### src/rtl/probe_modport_if.sv
// rtl/probe_modport_if.sv - host/core sideband bundle for probe_modport
// Optional PROBE_ALERT_CNT_EN adds the alert counter outputs.
interface probe_modport_if #(
  parameter int CNT_W = 16
);
  logic             start_i;
  logic             stop_i;
  logic             clr_i;
  logic             dbg_trig_i;
  logic             core_sleep_i;
  logic             alert_minor_i;
  logic             alert_major_i;
  logic             ecall_i;
  logic             fetch_enable_o;
  logic             debug_req_o;
  logic [1:0]       state_o;
  logic             minor_seen_o;
  logic             major_seen_o;
  logic             ecall_seen_o;
  logic             sleep_o;
  logic [CNT_W-1:0] ecall_cnt_o;
`ifdef PROBE_ALERT_CNT_EN
  logic [CNT_W-1:0] minor_cnt_o;
  logic [CNT_W-1:0] major_cnt_o;
`endif

  modport master (
    output start_i, stop_i, clr_i, dbg_trig_i,
           core_sleep_i, alert_minor_i, alert_major_i, ecall_i,
    input  fetch_enable_o, debug_req_o, state_o,
           minor_seen_o, major_seen_o, ecall_seen_o, sleep_o, ecall_cnt_o
`ifdef PROBE_ALERT_CNT_EN
    , input minor_cnt_o, major_cnt_o
`endif
  );

  modport slave (
    input  start_i, stop_i, clr_i, dbg_trig_i,
           core_sleep_i, alert_minor_i, alert_major_i, ecall_i,
    output fetch_enable_o, debug_req_o, state_o,
           minor_seen_o, major_seen_o, ecall_seen_o, sleep_o, ecall_cnt_o
`ifdef PROBE_ALERT_CNT_EN
    , output minor_cnt_o, major_cnt_o
`endif
  );
endinterface

### src/rtl/probe_modport.sv
// rtl/probe_modport.sv - run-control FSM, sticky flags and event counters for core sideband
// Optional PROBE_ALERT_CNT_EN adds rising-edge counters for the minor/major alerts.
module probe_modport #(
  parameter int CNT_W         = 16,
  parameter int DBG_PULSE     = 4,
  parameter int STOP_ON_ECALL = 1
) (
  input logic           clk,
  input logic           rst_n,
  probe_modport_if.slave bus
);
  localparam int DW = $clog2(DBG_PULSE + 1);

  typedef enum logic [1:0] {
    ST_IDLE  = 2'b00,
    ST_RUN   = 2'b01,
    ST_DONE  = 2'b10,
    ST_FAULT = 2'b11
  } state_e;

  state_e           state_q, state_d;
  logic [DW-1:0]    dbg_cnt_q, dbg_cnt_d;
  logic             trig_q, ecall_q, sleep_q;
  logic             minor_seen_q, minor_seen_d;
  logic             major_seen_q, major_seen_d;
  logic             ecall_seen_q, ecall_seen_d;
  logic [CNT_W-1:0] ecall_cnt_q, ecall_cnt_d;
  logic             trig_rise, ecall_rise;
`ifdef PROBE_ALERT_CNT_EN
  logic             minor_q, major_q;
  logic [CNT_W-1:0] minor_cnt_q, minor_cnt_d;
  logic [CNT_W-1:0] major_cnt_q, major_cnt_d;
`endif

  // Saturating increment; clear has priority over the increment.
  function automatic logic [CNT_W-1:0] cnt_next(input logic [CNT_W-1:0] c,
                                                input logic inc, input logic clr);
    if (clr)
      return '0;
    else if (inc && (c != {CNT_W{1'b1}}))
      return c + 1'b1;
    else
      return c;
  endfunction

  assign trig_rise  = bus.dbg_trig_i & ~trig_q;
  assign ecall_rise = bus.ecall_i & ~ecall_q;

  always_comb begin
    state_d      = state_q;
    dbg_cnt_d    = dbg_cnt_q;
    minor_seen_d = bus.clr_i ? 1'b0 : (minor_seen_q | bus.alert_minor_i);
    major_seen_d = bus.clr_i ? 1'b0 : (major_seen_q | bus.alert_major_i);
    ecall_seen_d = bus.clr_i ? 1'b0 : (ecall_seen_q | bus.ecall_i);
    ecall_cnt_d  = cnt_next(ecall_cnt_q, ecall_rise, bus.clr_i);
`ifdef PROBE_ALERT_CNT_EN
    minor_cnt_d  = cnt_next(minor_cnt_q, bus.alert_minor_i & ~minor_q, bus.clr_i);
    major_cnt_d  = cnt_next(major_cnt_q, bus.alert_major_i & ~major_q, bus.clr_i);
`endif

    unique case (state_q)
      ST_IDLE: begin
        if (bus.start_i)
          state_d = ST_RUN;
      end
      ST_RUN: begin
        if (bus.alert_major_i)
          state_d = ST_FAULT;
        else if (bus.stop_i)
          state_d = ST_IDLE;
        else if (ecall_rise && (STOP_ON_ECALL != 0))
          state_d = ST_DONE;
      end
      default: begin
        if (bus.clr_i)
          state_d = ST_IDLE;
      end
    endcase

    // Pulse is cut in the same cycle the FSM leaves RUN.
    if (state_d != ST_RUN)
      dbg_cnt_d = '0;
    else if (dbg_cnt_q != '0)
      dbg_cnt_d = dbg_cnt_q - 1'b1;
    else if ((state_q == ST_RUN) && trig_rise)
      dbg_cnt_d = DW'(DBG_PULSE);
  end

  always_ff @(posedge clk or negedge rst_n) begin
    if (!rst_n) begin
      state_q      <= ST_IDLE;
      dbg_cnt_q    <= '0;
      trig_q       <= 1'b0;
      ecall_q      <= 1'b0;
      sleep_q      <= 1'b0;
      minor_seen_q <= 1'b0;
      major_seen_q <= 1'b0;
      ecall_seen_q <= 1'b0;
      ecall_cnt_q  <= '0;
`ifdef PROBE_ALERT_CNT_EN
      minor_q      <= 1'b0;
      major_q      <= 1'b0;
      minor_cnt_q  <= '0;
      major_cnt_q  <= '0;
`endif
    end else begin
      state_q      <= state_d;
      dbg_cnt_q    <= dbg_cnt_d;
      trig_q       <= bus.dbg_trig_i;
      ecall_q      <= bus.ecall_i;
      sleep_q      <= bus.core_sleep_i;
      minor_seen_q <= minor_seen_d;
      major_seen_q <= major_seen_d;
      ecall_seen_q <= ecall_seen_d;
      ecall_cnt_q  <= ecall_cnt_d;
`ifdef PROBE_ALERT_CNT_EN
      minor_q      <= bus.alert_minor_i;
      major_q      <= bus.alert_major_i;
      minor_cnt_q  <= minor_cnt_d;
      major_cnt_q  <= major_cnt_d;
`endif
    end
  end

  assign bus.fetch_enable_o = (state_q == ST_RUN);
  assign bus.debug_req_o    = (dbg_cnt_q != '0);
  assign bus.state_o        = state_q;
  assign bus.minor_seen_o   = minor_seen_q;
  assign bus.major_seen_o   = major_seen_q;
  assign bus.ecall_seen_o   = ecall_seen_q;
  assign bus.sleep_o        = sleep_q;
  assign bus.ecall_cnt_o    = ecall_cnt_q;
`ifdef PROBE_ALERT_CNT_EN
  assign bus.minor_cnt_o    = minor_cnt_q;
  assign bus.major_cnt_o    = major_cnt_q;
`endif
endmodule

### src/flat_wrapper.sv
// flat-port wrapper written by rule: the top's interface ports become plain ports
module probe_modport_flat 
#(
  parameter int CNT_W         = 16,
  parameter int DBG_PULSE     = 4,
  parameter int STOP_ON_ECALL = 1
)
  (clk, rst_n, bus_start_i, bus_stop_i, bus_clr_i, bus_dbg_trig_i, bus_core_sleep_i, bus_alert_minor_i, bus_alert_major_i, bus_ecall_i, bus_fetch_enable_o, bus_debug_req_o, bus_state_o, bus_minor_seen_o, bus_major_seen_o, bus_ecall_seen_o, bus_sleep_o, bus_ecall_cnt_o);
  probe_modport_if #(.CNT_W(CNT_W)) bus_i ();
  input logic clk;
  input logic rst_n;
  input wire logic [$bits(bus_i.start_i)-1:0] bus_start_i;
  input wire logic [$bits(bus_i.stop_i)-1:0] bus_stop_i;
  input wire logic [$bits(bus_i.clr_i)-1:0] bus_clr_i;
  input wire logic [$bits(bus_i.dbg_trig_i)-1:0] bus_dbg_trig_i;
  input wire logic [$bits(bus_i.core_sleep_i)-1:0] bus_core_sleep_i;
  input wire logic [$bits(bus_i.alert_minor_i)-1:0] bus_alert_minor_i;
  input wire logic [$bits(bus_i.alert_major_i)-1:0] bus_alert_major_i;
  input wire logic [$bits(bus_i.ecall_i)-1:0] bus_ecall_i;
  output wire logic [$bits(bus_i.fetch_enable_o)-1:0] bus_fetch_enable_o;
  output wire logic [$bits(bus_i.debug_req_o)-1:0] bus_debug_req_o;
  output wire logic [$bits(bus_i.state_o)-1:0] bus_state_o;
  output wire logic [$bits(bus_i.minor_seen_o)-1:0] bus_minor_seen_o;
  output wire logic [$bits(bus_i.major_seen_o)-1:0] bus_major_seen_o;
  output wire logic [$bits(bus_i.ecall_seen_o)-1:0] bus_ecall_seen_o;
  output wire logic [$bits(bus_i.sleep_o)-1:0] bus_sleep_o;
  output wire logic [$bits(bus_i.ecall_cnt_o)-1:0] bus_ecall_cnt_o;
  assign bus_i.start_i = bus_start_i;
  assign bus_i.stop_i = bus_stop_i;
  assign bus_i.clr_i = bus_clr_i;
  assign bus_i.dbg_trig_i = bus_dbg_trig_i;
  assign bus_i.core_sleep_i = bus_core_sleep_i;
  assign bus_i.alert_minor_i = bus_alert_minor_i;
  assign bus_i.alert_major_i = bus_alert_major_i;
  assign bus_i.ecall_i = bus_ecall_i;
  assign bus_fetch_enable_o = bus_i.fetch_enable_o;
  assign bus_debug_req_o = bus_i.debug_req_o;
  assign bus_state_o = bus_i.state_o;
  assign bus_minor_seen_o = bus_i.minor_seen_o;
  assign bus_major_seen_o = bus_i.major_seen_o;
  assign bus_ecall_seen_o = bus_i.ecall_seen_o;
  assign bus_sleep_o = bus_i.sleep_o;
  assign bus_ecall_cnt_o = bus_i.ecall_cnt_o;
  probe_modport #(.CNT_W(CNT_W), .DBG_PULSE(DBG_PULSE), .STOP_ON_ECALL(STOP_ON_ECALL)) u_core (.clk(clk), .rst_n(rst_n), .bus(bus_i));
endmodule
### config.mk
export PLATFORM = sky130hd
export DESIGN_NAME = probe_modport_flat
export DESIGN_NICKNAME = d
export VERILOG_FILES = /design/src/rtl/probe_modport_if.sv /design/src/rtl/probe_modport.sv /design/src/flat_wrapper.sv
export SDC_FILE = /design/constraint.sdc
export NUM_CORES = 1
export LEC_CHECK = 0
export BUFFER_PORTS_ARGS = -buffer_cell sky130_fd_sc_hd__buf_2
export CORE_AREA = 2 2 59 61
export DETAILED_ROUTE_END_ITERATION = 6
export DIE_AREA = 0 0 61 63
export PLACE_DENSITY = 0.67
export SYNTH_ARGS = -nofsm -noshare
export SYNTH_HDL_FRONTEND = slang
export SYNTH_SLANG_ARGS = --single-unit
### constraint.sdc
create_clock -name clk -period 3.35 [get_ports clk]
set_input_delay 0.5025 -clock clk [delete_from_list [all_inputs] [get_ports clk]]
set_output_delay 0.5025 -clock clk [all_outputs]
set_load 0.05 [all_outputs]
**Yosys cells after proc, flatten, opt, wreduce, memory -nomap -nowiden**

Cells that the tools add are included.

- Equal/unequal tests: 3
- Reductions and logical operators: 6
- Muxes and demuxes: 14
- Bitwise logic cells: 7
- Add/sub/neg operators: 2

Operators by type and width:

| cell | count |
|---|---|
| $mux 16 | 2 |
| $add 16x1->16 const B | 1 |
| $ne 16x16->1 const B | 1 |
| $mux 2 | 5 |
| $mux 3 | 3 |
| $reduce_bool 3->1 | 2 |
| $pmux 2 s2 | 1 |
| $mux 1 | 3 |
| $or 1x1->1 | 3 |
| $sub 3x1->3 const B | 1 |
| $and 1x1->1 | 2 |
| $eq 2x1->1 const B | 1 |
| $logic_and 1x1->1 | 2 |
| $logic_not 2->1 | 1 |
| $ne 2x1->1 const B | 1 |
| $not 1->1 | 2 |
| $reduce_bool 2->1 | 1 |

- Flip-flop bits (word level): 27

**Longest topological paths before layout**

- Word-level depth: 8
- Mapped depth: 6

**Worst setup path before layout**

OpenSTA, ideal clock, no wires.

- Path kind: register to register
- Start point: register u_core.state_q[0] (netlist: u_core.bus.state_o[0])
- End point: register u_core.dbg_cnt_q[2]
- Data required time: 3.256 ns
- Buffers on the path: 0
- Clock period less this slack: 2.128 ns
- Data arrival time: 2.034 ns
- Slack: 1.222 ns
- Stages on the path, launching flop included: 5
- Path through: dfrtp_1 nor2b_1 a31o_2 nor2_1 a211oi_1

RTL lines:

| element | line | RTL |
|---|---|---|
| start: declaration | probe_modport.sv:21 | `state_e state_q, state_d;` |
| start signal: assignment | probe_modport.sv:107 | `state_q <= state_d;` |
| $eq 2x1->1 * | - |  |
| net bus_fetch_enable_o | flat_wrapper.sv:20 | `output wire logic [$bits(bus_i.fetch_enable_o)-1:0] bus_fetch_enable_o;` |
| $pmux 2 s2 | probe_modport.sv:61 | `unique case (state_q)` |
| $ne 2x1->1 | probe_modport.sv:81 | `if (state_d != ST_RUN)` |
| $reduce_bool 3->1 (no line) or $mux 3 (tied branches) | - |  |
| end signal: assignment | probe_modport.sv:108 | `dbg_cnt_q <= dbg_cnt_d;` |
| end: declaration | probe_modport.sv:22 | `logic [DW-1:0] dbg_cnt_q, dbg_cnt_d;` |

The timed path passes the listed nets; every way through them passes the cells marked *.
A chain may end at the register's enable or synchronous reset.

**Worst setup path after layout**

- Start point: register u_core.ecall_cnt_q[0] (netlist: u_core.bus.ecall_cnt_o[0])
- End point: register u_core.ecall_cnt_q[2] (netlist: u_core.bus.ecall_cnt_o[2])

- Cells in the longest elaborated chain, start to end: 3

RTL lines:

| element | line | RTL |
|---|---|---|
| start: declaration | probe_modport.sv:27 | `logic [CNT_W-1:0] ecall_cnt_q, ecall_cnt_d;` |
| start signal: assignment | probe_modport.sv:115 | `ecall_cnt_q <= ecall_cnt_d;` |
| $add 16x1->16 or $ne 16x16->1 (tied branches) | probe_modport.sv:41, probe_modport.sv:40 |  |
| $mux 16 or $logic_and 1x1->1 (tied branches) | probe_modport.sv:40 | `else if (inc && (c != {CNT_W{1'b1}}))` |
| $mux 16 or $reduce_bool 2->1 (tied branches) | - |  |

Parallel ways exist; a longest one is shown, timed or not. The select of a mux whose other input is x is not followed.

==> impl_metrics.ini <==
[worst_setup_path]
end_kind = register
cp_max_fo = 18
ff2ff_setup_slack_ns = 1.33
startpoint_type = register
path_class = register to register
critPathArrivalTime_ns = 2.28
required_ns = 3.61

[synth]
synth_warnings = 0
yosysTopAreaCellShare_pct = 49.0
synthCells = 144
netlist_area_um2 = 1380
ys_async_sr_fraction_pct = 100
yosysTopAreaCell = dfrtp_1
synth.avg_cell_area_um2 = 9.57
synth-main-ff-cell = dfrtp_1
yosys_register_bits = 27
yosys-top-cells-area = dfrtp_1, a21oi_1, nand2_1
yosysMostFrequentCell = dfrtp_1
synth_common_cells = dfrtp_1, nand2_1, nor2_1
synth_edf_count = 0
syn-num-nets = 156
ys_types = 37
seq_area_frac_synth_pct = 49.0

[clocking]
ctsRootBufferMaster = clkbuf_4
numClockSinks = 27
postCtsSetupBuffers = 0
cts_made_buffers = 3
clk_latency_ns = 0.32
hold_buffers = 0
ctsResizeCount = 0
clk_path_buf_depth = 2
clkTransAtPathRegs_ns = 0.15
cts_tree = built
htree_num_levels = 1

[die]
rows = 21
die_y_um = 63
die_x_um = 61
io_pins = 34
start_util_pct = 42.6
dieArea_um2 = 3840
core_um2 = 3230

[sta]
hold_violations = 0
tns_ns = 0
finalCritPeriodShare_pct = 60.4
setup_violations = 0
worst_clock_skew_ns = 0.00189
tightest_slew_ns = 0.724
max_slew_margin_pct = 51.4
rsz0062_at_grt = no
maxSlewViolCount = 0
fmax_mhz = 494
fin_crit_ns = 2.02

[drt]
wl_mm = 3.04
drtPass1Iterations = 4
drt_drc_violations_left = 0
viasPerCell = 5.51
ant_nets = 0
vias = 1223
wl_per_cell_um = 13.7
drt_iter0_markers = 38

[cells_and_area]
area_growth_pct = 16.1
nets = 189
postLayoutCoreUtil_pct = 49.5
regArea_um2 = 676
fillers = 336
multiInputGateArea_um2 = 647
drive_gt1_share_pct = 24.4
antenna_cells = 0

[pwr]
power_frac_seq_pct = 50.5
power_density_nw_per_um2 = 455
switching_share_pct = 38.9
p_leak_nw = 0.742
power.total_mw = 0.727
p_int_mw = 0.444
p_sw_mw = 0.283
pwr-share-clk_pct = 19.7
irDropWorstVdd_uv = 188
power_frac_comb_pct = 29.8

[global_route]
grt.total_usage_pct = 17.7
grt_pass1_wl_mm = 5.24
grt_max_degree = 28
overflow = 0
antenna_found_initial = 0
grt_pass1_vias = 1128

[placement]
place_congestion = 0.774
dpl.hpwl_mm = 2.21
numPortBuffers = 33

[min_path]
min_path_type = input pin to async pin

[job]
maxCapViolations = 0

[run_status]
status = finished, final reports clean
metrics by stage:
step	worst slack, ns	std cells	hold slack, ns	area (µm²)
floorplan	1.22	144	0.207	1380
global placement	1.35	218	0.472	1570
detailed placement	1.27	218	0.485	1570
CTS	1.33	222	0.181	1600
global route	1.09	222	0.178	1600
finish	1.33	222	0.158	1600
metal layers:
layer  GRT usage [%]  wire length, µm  part of all wire, %
met5               0                0                    0
met4            4.89               15                 0.49
met3            2.69              136                  4.5
met2            26.2             1390                   46
met1            26.5             1500                   49
cell type report:
class / count / share of cell area (%)
Timing Repair Buffer: 33 / 10.3
Multi-Input combinational cell: 105 / 40.5
Sequential cell: 27 / 42.3
Clock buffer: 3 / 1.41
Clock inverter: 1 / 0.313
Inverter: 7 / 1.64
Tap cell: 46 / 3.60
sequential cells by signal, summed over array words and instances (netlist names):
name                     count
u_core.bus.state_o           2
u_core.ecall_q               1
u_core.bus.minor_seen_o      1
u_core.bus.ecall_seen_o      1
u_core.bus.major_seen_o      1
u_core.dbg_cnt_q             3
u_core.trig_q                1
u_core.bus.sleep_o           1
u_core.bus.ecall_cnt_o      16
worst max-delay path, cell delays in order (launching register included):
cell and delay [ns]:
dfrtp_1 0.43, ha_1 0.23, nand4_1 0.21, nor4_4 0.73, o21ai_0 0.19, a21oi_1 0.16
power groups by stage:
stage                     logic (mW)  registers (mW)  clock network, mW
after floorplan                0.106           0.426                  0
after global placement         0.212           0.371                  0
after detailed placement       0.219           0.373                  0
after CTS                      0.219           0.367              0.145
after global routing           0.235           0.372              0.162
final                          0.217           0.367              0.143
worst paths after layout:
path | from | to | cells after the start
max | u_core.bus.ecall_cnt_o[0] | u_core.bus.ecall_cnt_o[2] | 5
min in group clk | bus_core_sleep_i | u_core.bus.sleep_o | 1
max reg2reg | u_core.bus.ecall_cnt_o[0] | u_core.bus.ecall_cnt_o[2] | 5
min reg2reg | u_core.bus.minor_seen_o | u_core.bus.minor_seen_o | 2
max in group asynchronous | rst_n | u_core.ecall_q | 1
min | rst_n | u_core.bus.ecall_cnt_o[6] | 1
placed cells by master, fill, tap and decap left out, types with 3 or more instances in the layout:
cell type	count
a21oi_1	12
buf_2	33
clkbuf_4	3
dfrtp_1	27
inv_1	7
nand2_1	14
nand3_1	6
nand4_1	4
nor2_1	13
nor2b_1	3
o21ai_0	8
o31ai_1	6
or3_1	4
or4_1	7
kinds of logic (layout without fill, tap and decap cells):
logic type	Yosys count	after routing	share of synthesized area (%)
compound gates	38	38	17.7
mux	2	2	1.54
fa+ha+maj	2	2	1.82
simple gates	63	63	25.9
flops	27	27	49.0
buf+inv	12	44	4.00
Power figures use the tool's default switching activity.
